$ cat src/rtl/regfile_mp.sv
// rtl/regfile_mp.sv - multi-port register file with per-register busy scoreboard
module regfile_mp #(
  parameter int DATA_W = 32,
  parameter int ADDR_W = 5,
  parameter int NUM_RD = 2,
  parameter int NUM_WR = 2,
  parameter int BYPASS = 1
) (
  input  logic                     clk,
  input  logic                     rstn,
  input  logic [NUM_RD-1:0]        rd_en_i,
  input  logic [NUM_RD*ADDR_W-1:0] rd_addr_i,
  output logic [NUM_RD*DATA_W-1:0] rd_data_o,
  output logic [NUM_RD-1:0]        rd_busy_o,
  input  logic [NUM_WR-1:0]        wr_en_i,
  input  logic [NUM_WR*ADDR_W-1:0] wr_addr_i,
  input  logic [NUM_WR*DATA_W-1:0] wr_data_i,
  input  logic [NUM_WR-1:0]        wr_clr_i,
  input  logic                     set_en_i,
  input  logic [ADDR_W-1:0]        set_addr_i,
  output logic [(1<<ADDR_W)-1:0]   busy_o
);

  localparam int DEPTH = 1 << ADDR_W;

  logic [DEPTH-1:0][DATA_W-1:0] mem_q;
  logic [DEPTH-1:0]             busy_q;
  logic [DEPTH-1:0]             busy_d;
  logic [DEPTH-1:0]             clr_hit;

  // Ascending port order lets the higher-index writer decide the clear; set beats clear.
  always_comb begin
    clr_hit = '0;
    for (int w = 0; w < NUM_WR; w++) begin
      if (wr_en_i[w]) clr_hit[wr_addr_i[w*ADDR_W +: ADDR_W]] = wr_clr_i[w];
    end
    busy_d = busy_q & ~clr_hit;
    if (set_en_i) busy_d[set_addr_i] = 1'b1;
    busy_d[0] = 1'b0;
  end

  always_ff @(posedge clk or negedge rstn) begin
    if (!rstn) begin
      mem_q  <= '0;
      busy_q <= '0;
    end else begin
      busy_q <= busy_d;
      for (int w = 0; w < NUM_WR; w++) begin
        if (wr_en_i[w] && (wr_addr_i[w*ADDR_W +: ADDR_W] != '0))
          mem_q[wr_addr_i[w*ADDR_W +: ADDR_W]] <= wr_data_i[w*DATA_W +: DATA_W];
      end
    end
  end

  // Bypass loop runs in ascending order so the highest-index matching writer is forwarded.
  always_comb begin
    rd_data_o = '0;
    rd_busy_o = '0;
    for (int k = 0; k < NUM_RD; k++) begin
      if (rstn && rd_en_i[k] && (rd_addr_i[k*ADDR_W +: ADDR_W] != '0)) begin
        rd_data_o[k*DATA_W +: DATA_W] = mem_q[rd_addr_i[k*ADDR_W +: ADDR_W]];
        rd_busy_o[k] = busy_q[rd_addr_i[k*ADDR_W +: ADDR_W]];
        if (BYPASS != 0) begin
          for (int w = 0; w < NUM_WR; w++) begin
            if (wr_en_i[w] && (wr_addr_i[w*ADDR_W +: ADDR_W] == rd_addr_i[k*ADDR_W +: ADDR_W])) begin
              rd_data_o[k*DATA_W +: DATA_W] = wr_data_i[w*DATA_W +: DATA_W];
              rd_busy_o[k] = busy_q[rd_addr_i[k*ADDR_W +: ADDR_W]] & ~wr_clr_i[w];
            end
          end
        end
      end
    end
  end

  assign busy_o = busy_q;

endmodule
$ cat config.mk
export PLATFORM = sky130hd
export DESIGN_NAME = regfile_mp
export DESIGN_NICKNAME = d
export VERILOG_FILES = /design/src/rtl/regfile_mp.sv
export SDC_FILE = /design/constraint.sdc
export NUM_CORES = 2
export LEC_CHECK = 0
export CAP_MARGIN = 25
export CORE_MARGIN = 5
export CORE_UTILIZATION = 30
export DETAILED_ROUTE_END_ITERATION = 7
export GPL_TIMING_DRIVEN = 0
export MAX_ROUTING_LAYER = met4
export PLACE_DENSITY_LB_ADDON = 0.12
export SYNTH_ARGS = -nofsm -noshare
export SYNTH_HDL_FRONTEND = slang
export SYNTH_SLANG_ARGS = --single-unit
$ cat constraint.sdc
create_clock -name clk -period 2.4 [get_ports clk]
set_clock_uncertainty 0.2 [all_clocks]
set_input_delay 0.36 -clock clk [delete_from_list [all_inputs] [get_ports clk]]
set_output_delay 0.36 -clock clk [all_outputs]
set_load 0.005 [all_outputs]
==> results.json <==
{
  "status": "finished, violations left",
  "violations": "setup timing",
  "setup_viol": 505,
  "row_count": 174,
  "end_kind": "output pin",
  "pwr-share-comb_pct": 30.6,
  "wire_per_inst_um": 40.6,
  "peakVddDrop_mv": 0.669,
  "drive_gt1_share_pct": 26.1,
  "io_buffers": 117,
  "die_width_um": 486,
  "synth.most_common_cell": "mux2i_1",
  "timing.final.ws_setup_ns": -1.13,
  "clkPwrFrac_pct": 30.9,
  "register_area_mm2": 0.0264,
  "dpl_cell_area_mm2": 0.0740,
  "root_buffer": "clkbuf_16",
  "power_density_mw_per_mm2": 788,
  "synth_top_cells_by_area": "dfrtp_1, mux2i_1, mux4_2",
  "vias_per_cell": 6.12,
  "dr_total_vias": 64000,
  "fmax_ghz": 0.284,
  "initial_core_util_pct": 30.2,
  "cp_max_fo": 4,
  "yosys.area.top_type": "dfrtp_1",
  "multi_input_area_mm2": 0.0420,
  "cts.clk_slew.worst_paths_ns": 0.05,
  "slew_headroom_pct": 18.6,
  "synthesis.nets": 6797,
  "hold_path.class": "primary input to flop",
  "worst_setup_path_start_kind": "flop",
  "cp.buffers_inverters": 1,
  "fill_cells": 22100,
  "worst_pin_slew_ns": 1.22,
  "p_switching_w": 0.0252,
  "fin_cells": 10400,
  "fin_nets": 7421,
  "seq_power_share_pct": 38.5,
  "numPlacedInstances": 9874,
  "max_stage_delay_ns": 0.51,
  "async_reset_ff_share_pct": 100,
  "ant_nets": 0,
  "p_leak_nw": 34.6,
  "post-route-min-period_ns": 3.53,
  "synthesis.area_mm2": 0.0679,
  "cts_tree": "done",
  "grt_pass1_wl_um": 553000,
  "cts.sinks": 1055,
  "synth_ff_type": "dfrtp_1",
  "synth_seq_cells": 1055,
  "ctsLongestPathBuffers": 3,
  "core_area_mm2": 0.225,
  "grt_max_degree": 143,
  "critPathKind": "flop to output pin",
  "slew_violations": 0,
  "yosysSeqAreaShare_pct": 38.9,
  "rsz0062_at_grt": "true",
  "place_congestion": 1.06,
  "grt_usage_pct": 35.6,
  "yosysWarnings": 0,
  "sw_frac_of_total_pct": 36.1,
  "crit_top_cell": "mux4_2",
  "dieArea_mm2": 0.236,
  "p_int_w": 0.0445,
  "synth_top_area_share_pct": 38.9,
  "worstPathRequired_ns": 1.84,
  "drc": 0,
  "clock_latency_ns": 0.83,
  "maxCapViolations": 0,
  "timing_hold_violations_final": 0,
  "hold_ws_ns": 0.000772,
  "yosysUniqueCellTypes": 67,
  "slowest_stage": "mux4_2",
  "arrival_ns": 2.97,
  "antenna_found_initial": 17,
  "final_area_mm2": 0.0884,
  "syn_to_final_growth_pct": 30.2,
  "dr.first_iter.drc_count": 8665,
  "grt_overflow_total": 0,
  "cts_max_level": 4,
  "avgSynthCellArea_um2": 10.1,
  "ios": 196,
  "synth_edf_count": 0,
  "die_h_um": 486,
  "finalCritPeriodShare_pct": 147,
  "synth.top_cells.by_count": "mux2i_1, dfrtp_1, clkbuf_1",
  "dr.pass1.iters": 6,
  "critical_path.top_delay_family": "multiplexers",
  "synthCells": 6699,
  "cts_buffers": 140,
  "worstPathCellList": "mux4_2 -> mux4_2 -> mux2i_4 -> a2111oi_4 -> buf_2",
  "grt_pass1_vias": 61500,
  "drt_wl_total_um": 425000,
  "dp_hpwl_um": 333000
}
## layout make-up
type | count | area share, %
Timing Repair Buffer | 489 | 6.34
Clock buffer | 206 | 4.55
Buffer | 873 | 6.70
Tap cell | 2992 | 4.24
Antenna cell | 25 | 0.0708
Sequential cell | 1055 | 29.9
Clock inverter | 41 | 0.514
Inverter | 37 | 0.171
Multi-Input combinational cell | 4727 | 47.5
## cell usage in the layout (no fill, tap or decap), drive strengths merged, types with 33 or more instances in the layout
cell	count
inv	43
mux4	336
o22ai	41
nand2	547
buf	666
mux2i	1414
clkbuf	780
a21oi	518
nand3	106
o211a	33
a22oi	127
dfrtp	1055
o21ai	608
dlygate4sd3	68
o221ai	157
nor2	529
## routing by layer
metal	track usage (%)	wire length, um	up-vias
met5	-	0	-
met4	21.2	32400	0
met3	8.03	37800	933
met2	53.4	187000	3817
met1	44.0	168000	33200
li1	-	-	26100
## final timing paths
| kind | start | endpoint | slack [ns] | depth (start not counted) |
|---|---|---|---|---|
| max | busy_o[25] | rd_busy_o[0] | -1.13 | 5 |
| min | wr_data_i[29] | mem_q[125] | 0.0008 | 3 |
| max reg2reg | mem_q[969] | mem_q[969] | 1.16 | 4 |
| min reg2reg | mem_q[22] | mem_q[22] | 0.28 | 1 |
| max in group asynchronous | rstn | mem_q[168] | 0.13 | 9 |
| min in group asynchronous | rstn | mem_q[836] | 0.27 | 7 |
## kinds of logic after synthesis
| kind of cell | count (synthesis) | share of synthesized area [%] |
|---|---|---|
| compound gates | 1624 | 14.3 |
| xor+xnor | 20 | 0.258 |
| buf+inv | 917 | 6.14 |
| flops | 1055 | 38.9 |
| mux | 1751 | 32.0 |
| other cells | 1 | 0.00552 |
| simple gates | 1331 | 8.38 |
## power by group through the flow
stage	Clock (W)	Sequential, W	Combinational [W]
finish	0.0215	0.0268	0.0213
global route	0.0223	0.0272	0.0223
CTS	0.0217	0.0266	0.0202
detailed placement	0	0.0269	0.0170
global placement	0	0.0269	0.0162
floorplan	0	0.0250	0.0108
## sequential cells by signal, indices dropped and copies added (netlist names)
signal and cells:
mem_q 1024, busy_o 31
## worst min-delay path, stage by stage
cell and delay, ns:
clkbuf_1 0.29, mux2i_1 0.23, o21ai_0 0.08
## per-stage QoR
step / TNS, ns / util (%) / power, W / setup slack (ns)
global route: -77.12 / 39.3 / 0.0718 / -1.12
detailed placement: -1877.47 / 32.9 / 0.0438 / -3.61
CTS: -280.28 / 38.5 / 0.0684 / -1.14
floorplan: -0.0401 / - / 0.0358 / -0.0134
finish: -85.26 / 39.3 / 0.0696 / -1.13
global placement: - / 32.4 / 0.0431 / -57.59
## repair_timing
item,in CTS,in global routing
pin swaps,259,224
endpoints found under the hold margin,439,0
resized for setup,1609,275
hold buffers,74,0
gates cloned,14,9
endpoints found under the setup margin,1278,1244
setup buffers,149,60
No activity file was read; power rests on OpenSTA's default activity.
